<file path="src/rtl/spi_pkg.sv">
// Shared SPI definitions: controller state encoding and clock mode constants,
// used by the pin front-end and the slave shift register.
package spi_pkg;

  typedef enum logic {
    ST_IDLE   = 1'b0,
    ST_ACTIVE = 1'b1
  } spi_state_e;

  localparam logic CPOL_IDLE_LOW        = 1'b0;
  localparam logic CPOL_IDLE_HIGH       = 1'b1;
  localparam logic CPHA_SAMPLE_LEADING  = 1'b0;
  localparam logic CPHA_SAMPLE_TRAILING = 1'b1;

  typedef struct packed {
    logic cpol;
    logic cpha;
  } spi_mode_t;

  // True when an edge of the given direction is the data-sample edge for cpha.
  function automatic logic is_sample_edge(input logic leading, input logic cpha);
    return (cpha == CPHA_SAMPLE_LEADING) ? leading : !leading;
  endfunction

endpackage

</file>
<file path="src/rtl/spi_sync_filter.sv">
// One asynchronous pin: SYNC_STAGES-deep synchroniser followed by a glitch
// filter that only follows a level held for FILTER_LEN consecutive cycles.
module spi_sync_filter #(
  parameter int unsigned SYNC_STAGES = 2,
  parameter int unsigned FILTER_LEN  = 2,
  parameter logic        RESET_VAL   = 1'b0
) (
  input  logic clk,
  input  logic rst_n,
  input  logic din,
  output logic dout
);

  localparam logic [2:0] CNT_LAST = 3'(FILTER_LEN - 1);

  logic [SYNC_STAGES-1:0] sync_q, sync_d;
  logic [2:0]             cnt_q, cnt_d;
  logic                   filt_q, filt_d;
  logic                   sync_out;

  assign sync_out = sync_q[SYNC_STAGES-1];

  always_comb begin
    sync_d = {sync_q[SYNC_STAGES-2:0], din};
    filt_d = filt_q;
    cnt_d  = '0;
    // The counter only runs while the synchronised level disagrees with the
    // output; any agreeing cycle restarts the qualification window.
    if (sync_out != filt_q) begin
      if (cnt_q == CNT_LAST) begin
        filt_d = sync_out;
      end else begin
        cnt_d = cnt_q + 3'd1;
      end
    end
  end

  always_ff @(posedge clk or negedge rst_n) begin
    if (!rst_n) begin
      sync_q <= {SYNC_STAGES{RESET_VAL}};
      cnt_q  <= '0;
      filt_q <= RESET_VAL;
    end else begin
      sync_q <= sync_d;
      cnt_q  <= cnt_d;
      filt_q <= filt_d;
    end
  end

  assign dout = filt_q;

endmodule

</file>
<file path="src/rtl/spi_edge_sync.sv">
// SPI slave front-end: synchronises and filters sck/cs/mosi, tracks frames and
// produces registered sample/shift strobes, bit index and frame event pulses.
module spi_edge_sync
  import spi_pkg::*;
#(
  parameter int unsigned SPI_MAX_WIDTH_LOG = 4,
  parameter int unsigned SYNC_STAGES       = 2,
  parameter int unsigned FILTER_LEN        = 2
) (
  input  logic                         clk,
  input  logic                         rst_n,
  input  logic                         cpol,
  input  logic                         cpha,
  input  logic [SPI_MAX_WIDTH_LOG-1:0] spi_width,
  input  logic                         sck,
  input  logic                         cs,
  input  logic                         mosi,
  output logic                         mosi_s,
  output logic                         sample_stb,
  output logic                         shift_stb,
  output logic [SPI_MAX_WIDTH_LOG-1:0] bit_cnt,
  output logic                         frame_start,
  output logic                         word_done,
  output logic                         frame_end,
  output logic                         frame_abort,
  output logic                         busy
);

  localparam logic [SPI_MAX_WIDTH_LOG-1:0] BIT_ONE = SPI_MAX_WIDTH_LOG'(1);

  logic cs_f, sck_f, mosi_f;

  spi_sync_filter #(
    .SYNC_STAGES(SYNC_STAGES),
    .FILTER_LEN (FILTER_LEN),
    .RESET_VAL  (1'b1)
  ) u_cs_filt (
    .clk  (clk),
    .rst_n(rst_n),
    .din  (cs),
    .dout (cs_f)
  );

  spi_sync_filter #(
    .SYNC_STAGES(SYNC_STAGES),
    .FILTER_LEN (FILTER_LEN),
    .RESET_VAL  (1'b0)
  ) u_sck_filt (
    .clk  (clk),
    .rst_n(rst_n),
    .din  (sck),
    .dout (sck_f)
  );

  spi_sync_filter #(
    .SYNC_STAGES(SYNC_STAGES),
    .FILTER_LEN (FILTER_LEN),
    .RESET_VAL  (1'b0)
  ) u_mosi_filt (
    .clk  (clk),
    .rst_n(rst_n),
    .din  (mosi),
    .dout (mosi_f)
  );

  spi_state_e                   state_q, state_d;
  spi_mode_t                    mode_q, mode_d;
  logic [SPI_MAX_WIDTH_LOG-1:0] width_q, width_d;
  logic [SPI_MAX_WIDTH_LOG-1:0] bit_cnt_q, bit_cnt_d;
  logic                         cs_prev_q, cs_prev_d;
  logic                         sck_ref_q, sck_ref_d;
  logic                         mosi_s_q, mosi_s_d;
  logic                         sample_q, sample_d;
  logic                         shift_q, shift_d;
  logic                         start_q, start_d;
  logic                         done_q, done_d;
  logic                         end_q, end_d;
  logic                         abort_q, abort_d;

  logic cs_fall, cs_rise, sck_lvl;

  assign cs_fall = cs_prev_q & ~cs_f;
  assign cs_rise = ~cs_prev_q & cs_f;
  assign sck_lvl = sck_f ^ mode_q.cpol;

  always_comb begin
    state_d   = state_q;
    mode_d    = mode_q;
    width_d   = width_q;
    bit_cnt_d = bit_cnt_q;
    sck_ref_d = sck_ref_q;
    cs_prev_d = cs_f;
    mosi_s_d  = mosi_f;
    sample_d  = 1'b0;
    shift_d   = 1'b0;
    start_d   = 1'b0;
    done_d    = 1'b0;
    end_d     = 1'b0;
    abort_d   = 1'b0;

    unique case (state_q)
      ST_IDLE: begin
        if (cs_fall) begin
          state_d     = ST_ACTIVE;
          mode_d.cpol = cpol;
          mode_d.cpha = cpha;
          width_d     = spi_width;
          bit_cnt_d   = '0;
          sck_ref_d   = sck_f ^ cpol;
          start_d     = 1'b1;
        end
      end
      ST_ACTIVE: begin
        // cs release takes priority so a coincident sck edge never strobes.
        if (cs_rise) begin
          state_d   = ST_IDLE;
          end_d     = 1'b1;
          abort_d   = (bit_cnt_q != '0);
          bit_cnt_d = '0;
        end else if (sck_lvl != sck_ref_q) begin
          sck_ref_d = sck_lvl;
          if (is_sample_edge(sck_lvl, mode_q.cpha)) begin
            sample_d = 1'b1;
            if (bit_cnt_q == width_q) begin
              done_d    = 1'b1;
              bit_cnt_d = '0;
            end else begin
              bit_cnt_d = bit_cnt_q + BIT_ONE;
            end
          end else begin
            shift_d = 1'b1;
          end
        end
      end
      default: state_d = ST_IDLE;
    endcase
  end

  always_ff @(posedge clk or negedge rst_n) begin
    if (!rst_n) begin
      state_q   <= ST_IDLE;
      mode_q    <= '{cpol: CPOL_IDLE_LOW, cpha: CPHA_SAMPLE_LEADING};
      width_q   <= '0;
      bit_cnt_q <= '0;
      cs_prev_q <= 1'b1;
      sck_ref_q <= 1'b0;
      mosi_s_q  <= 1'b0;
      sample_q  <= 1'b0;
      shift_q   <= 1'b0;
      start_q   <= 1'b0;
      done_q    <= 1'b0;
      end_q     <= 1'b0;
      abort_q   <= 1'b0;
    end else begin
      state_q   <= state_d;
      mode_q    <= mode_d;
      width_q   <= width_d;
      bit_cnt_q <= bit_cnt_d;
      cs_prev_q <= cs_prev_d;
      sck_ref_q <= sck_ref_d;
      mosi_s_q  <= mosi_s_d;
      sample_q  <= sample_d;
      shift_q   <= shift_d;
      start_q   <= start_d;
      done_q    <= done_d;
      end_q     <= end_d;
      abort_q   <= abort_d;
    end
  end

  assign mosi_s      = mosi_s_q;
  assign sample_stb  = sample_q;
  assign shift_stb   = shift_q;
  assign bit_cnt     = bit_cnt_q;
  assign frame_start = start_q;
  assign word_done   = done_q;
  assign frame_end   = end_q;
  assign frame_abort = abort_q;
  assign busy        = (state_q == ST_ACTIVE);

endmodule

</file>
<file path="config.mk">
export PLATFORM = sky130hd
export DESIGN_NAME = spi_edge_sync
export DESIGN_NICKNAME = d
export VERILOG_FILES = /design/src/rtl/spi_pkg.sv /design/src/rtl/spi_sync_filter.sv /design/src/rtl/spi_edge_sync.sv
export SDC_FILE = /design/constraint.sdc
export NUM_CORES = 1
export LEC_CHECK = 0
export ABC_AREA = 1
export ABC_CLOCK_PERIOD_IN_PS = 1200
export CAP_MARGIN = 30
export CORE_ASPECT_RATIO = 0.9
export CORE_MARGIN = 5
export CORE_UTILIZATION = 37
export CTS_BUF_LIST = sky130_fd_sc_hd__clkbuf_2 sky130_fd_sc_hd__clkbuf_4 sky130_fd_sc_hd__clkbuf_8
export DETAILED_ROUTE_END_ITERATION = 10
export SLEW_MARGIN = 20
export SYNTH_ARGS = -nofsm -noshare
export SYNTH_HDL_FRONTEND = slang
export SYNTH_SLANG_ARGS = --single-unit
</file>
<file path="constraint.sdc">
create_clock -name clk -period 1.2 [get_ports clk]
set_input_delay 0.24 -clock clk [delete_from_list [all_inputs] [get_ports clk]]
set_output_delay 0.24 -clock clk [all_outputs]
set_load 0.01 [all_outputs]
</file>
==> flow_summary.yaml <==
global_routing:
  antenna_found_initial: 0
  grt_max_degree: 39
  first_global_vias: 1273
  grt_overflow: 0
  grt_usage_pct: 12.3
  grt_first_pass_wirelength_mm: 5.52
cts:
  clock_path_buffers: 2
  insertion_delay_ps: 290
  clock_sinks: 38
  numCtsBuffers: 5
  cts_root_buf: "clkbuf_8"
  clk_pin_slew_ps: 80
  htreeDepth: 2
  cts_tree: "done"
setup_path:
  worst_path_max_delay_cell: "dfstp_2"
  crit_type: "reg2reg"
  cp.required_ps: 1380
  cp-end-kind: "flip-flop"
  crit_fanout: 4
  worst-path-buf-inv: 2
  cp_cell_sequence: "inv_2 > nand2_2 > nand2_4 > inv_6 > nand3_4 > nand2_4 > nor2_4 > nand2_1 > nand2_1"
  critPathMaxStageDelay_ps: 530
  arrival_ps: 1410
  cp_top_family: "flip-flops"
  start_kind: "flip-flop"
power_and_ir_drop:
  p_leak_nw: 1.13
  power_density_nw_per_um2: 2380
  ir_drop_mv: 1.64
  finalPower_w: 0.00556
yosys:
  synth_nets: 192
  syn_inst: 179
  netlist_area_um2: 1650
  syn_area_per_cell_um2: 9.21
  yosysUniqueCellTypes: 25
  ys_seq_area_share_pct: 58.0
  yosysWarnings: 0
  ys_seq_elements: 38
drt:
  drt_wl_total_mm: 3.09
  vias: 1289
  wl_per_cell_um: 10.5
  via_per_inst: 4.37
  initialDrtViolationCount: 50
  final_antenna_net_count: 0
  drc: 0
  firstDrtPassIters: 4
timing:
  slew_headroom_pct: 81.3
  period_share_pct: 103
  hold_viol: 0
  fmax_mhz: 809
  rsz0062_at_grt: "yes"
  timing.final.crit_period_ps: 1240
  maxSlewViolCount: 0
  skew_ps: 9.74
  worst_slew_pin_slew_ps: 279
  fin_ws_ps: -35.9
  hold_ws_ps: 357
  setup_viol: 5
floorplanning:
  ios: 23
  core_area_um2: 4370
  rows: 23
  die_y_um: 73.3
  start_util_pct: 37.7
  die_w_um: 80.4
  fp.dieArea_um2: 5890
placement:
  routabilityCongestion: 0.758
  dp_hpwl_mm: 2.24
  port_buffers: 22
  place_area_um2: 2080
finish:
  seqCellArea_um2: 957
  multi_input_area_um2: 698
  drive_gt1_share_pct: 32.6
  area_growth_pct: 41.7
  final_area_um2: 2340
  final_nets: 245
  num_antenna_cells: 0
  fill_cells: 421
  final_core_util_pct: 53.4
hold_path:
  hold_path.class: "reg2reg"
run_status:
  status: "finished, violations left"
  failed_checks: "setup timing"
run:
  cap_violations: 0
-- stage by stage --
step                      setup slack (ps)  std cells  TNS [ps]
after floorplan                       9.84        179         0
after global placement               -37.5        278      -173
after detailed placement             -45.7        278      -375
after CTS                            -70.4        292      -371
after global routing                  -126        295     -1190
final                                -35.9        295      -116
-- metal layers --
metal	part of all wire, %	vias up	global-route usage [%]	wire length [um]
met3	4.6	2	4.78	142
li1	-	664	-	-
met1	48	606	16.0	1490
met2	46	17	18.8	1440
met4	0.78	0	4.50	24
met5	0	-	0	0
-- logic make-up after synthesis --
group	synth area share, %
buffers and inverters	6.22
adders and majority gates	1.52
xor gates and xnor gates	3.19
and+or+nand+nor	24.3
muxes	1.21
AOI/OAI and AO/OA	5.61
DFF	58.0
-- registers in the layout, indices dropped and copies added (netlist names) --
name	cells
bit_cnt	4
u_sck_filt.sync_q	2
frame_abort	1
u_cs_filt.sync_q	2
shift_stb	1
width_q	4
u_sck_filt.cnt_q	3
u_mosi_filt.cnt_q	3
u_cs_filt.dout	1
mosi_s	1
u_cs_filt.cnt_q	3
u_mosi_filt.dout	1
u_mosi_filt.sync_q	2
sck_ref_q	1
frame_end	1
frame_start	1
word_done	1
mode_q	2
cs_prev_q	1
busy	1
sample_stb	1
u_sck_filt.dout	1
-- cells in the mapped netlist (all sizes together) --
library cell / instances / area, um^2
xor2: 1 / 8.76
ha: 2 / 25.0
a311oi: 1 / 8.76
nand2: 55 / 214
inv: 26 / 97.6
xnor2: 5 / 43.8
nand3b: 4 / 33.8
nor2: 13 / 56.3
dfstp: 4 / 105
dfrtp: 34 / 851
nor3: 5 / 30.0
and2: 1 / 6.26
a21oi: 7 / 38.8
buf: 1 / 5.00
nand3: 9 / 60.1
o21ai: 9 / 45.0
mux2i: 2 / 20.0
-- cell type report --
| type | instances | area share, % |
|---|---|---|
| timing repair buffer | 47 | 17.6 |
| clock inverter | 3 | 0.910 |
| multi-input combinational | 114 | 29.9 |
| inverter | 26 | 4.39 |
| tap | 62 | 3.32 |
| sequential | 38 | 41.0 |
| clock buffer | 5 | 2.94 |
-- power breakdown --
part | switching, W | total, W | internal (W) | leakage (nW)
sequential | 0.000250 | 0.00193 | 0.00168 | 0.479
clock | 0.000450 | 0.000857 | 0.000408 | 0.0441
combinational | 0.00149 | 0.00277 | 0.00128 | 0.609
-- layout by cell type, fill, tap and decap left out, types with 3 or more instances in the layout --
cell type	netlist	final
a21oi_1	6	6
buf_4	0	17
buf_6	0	6
clkbuf_2	0	4
clkbuf_8	0	5
clkdlybuf4s15_1	0	4
clkdlybuf4s50_1	0	9
dfrtp_1	34	33
dfstp_2	4	4
dlygate4sd2_1	0	3
inv_1	23	18
inv_2	3	7
nand2_1	52	47
nand2_2	3	6
nand3_1	6	3
nand3_2	3	4
nand3b_1	3	3
nor2_1	12	10
nor3_1	4	3
o21ai_1	6	6
xnor2_1	5	4
-- worst paths after layout --
check / start / to / slack [ps] / depth (start not counted)
worst max-delay path: cs_prev_q / bit_cnt[3] / -40 / 9
worst min-delay path: u_mosi_filt.sync_q[0] / u_mosi_filt.sync_q[1] / 360 / 0
worst max register to register: cs_prev_q / bit_cnt[3] / -40 / 9
worst min register to register: u_mosi_filt.sync_q[0] / u_mosi_filt.sync_q[1] / 360 / 0
max in group asynchronous: rst_n / u_cs_filt.sync_q[0] / 510 / 3
min in group asynchronous: rst_n / bit_cnt[0] / 440 / 3
-- repair_timing --
item	in CTS	in global routing
pin swaps	10	7
endpoints found under the hold margin	34	0
setup buffers	5	3
endpoints found under the setup margin	25	23
hold buffers	1	0
resized for setup	30	32
Note: power is estimated with default switching activity, not from simulation.
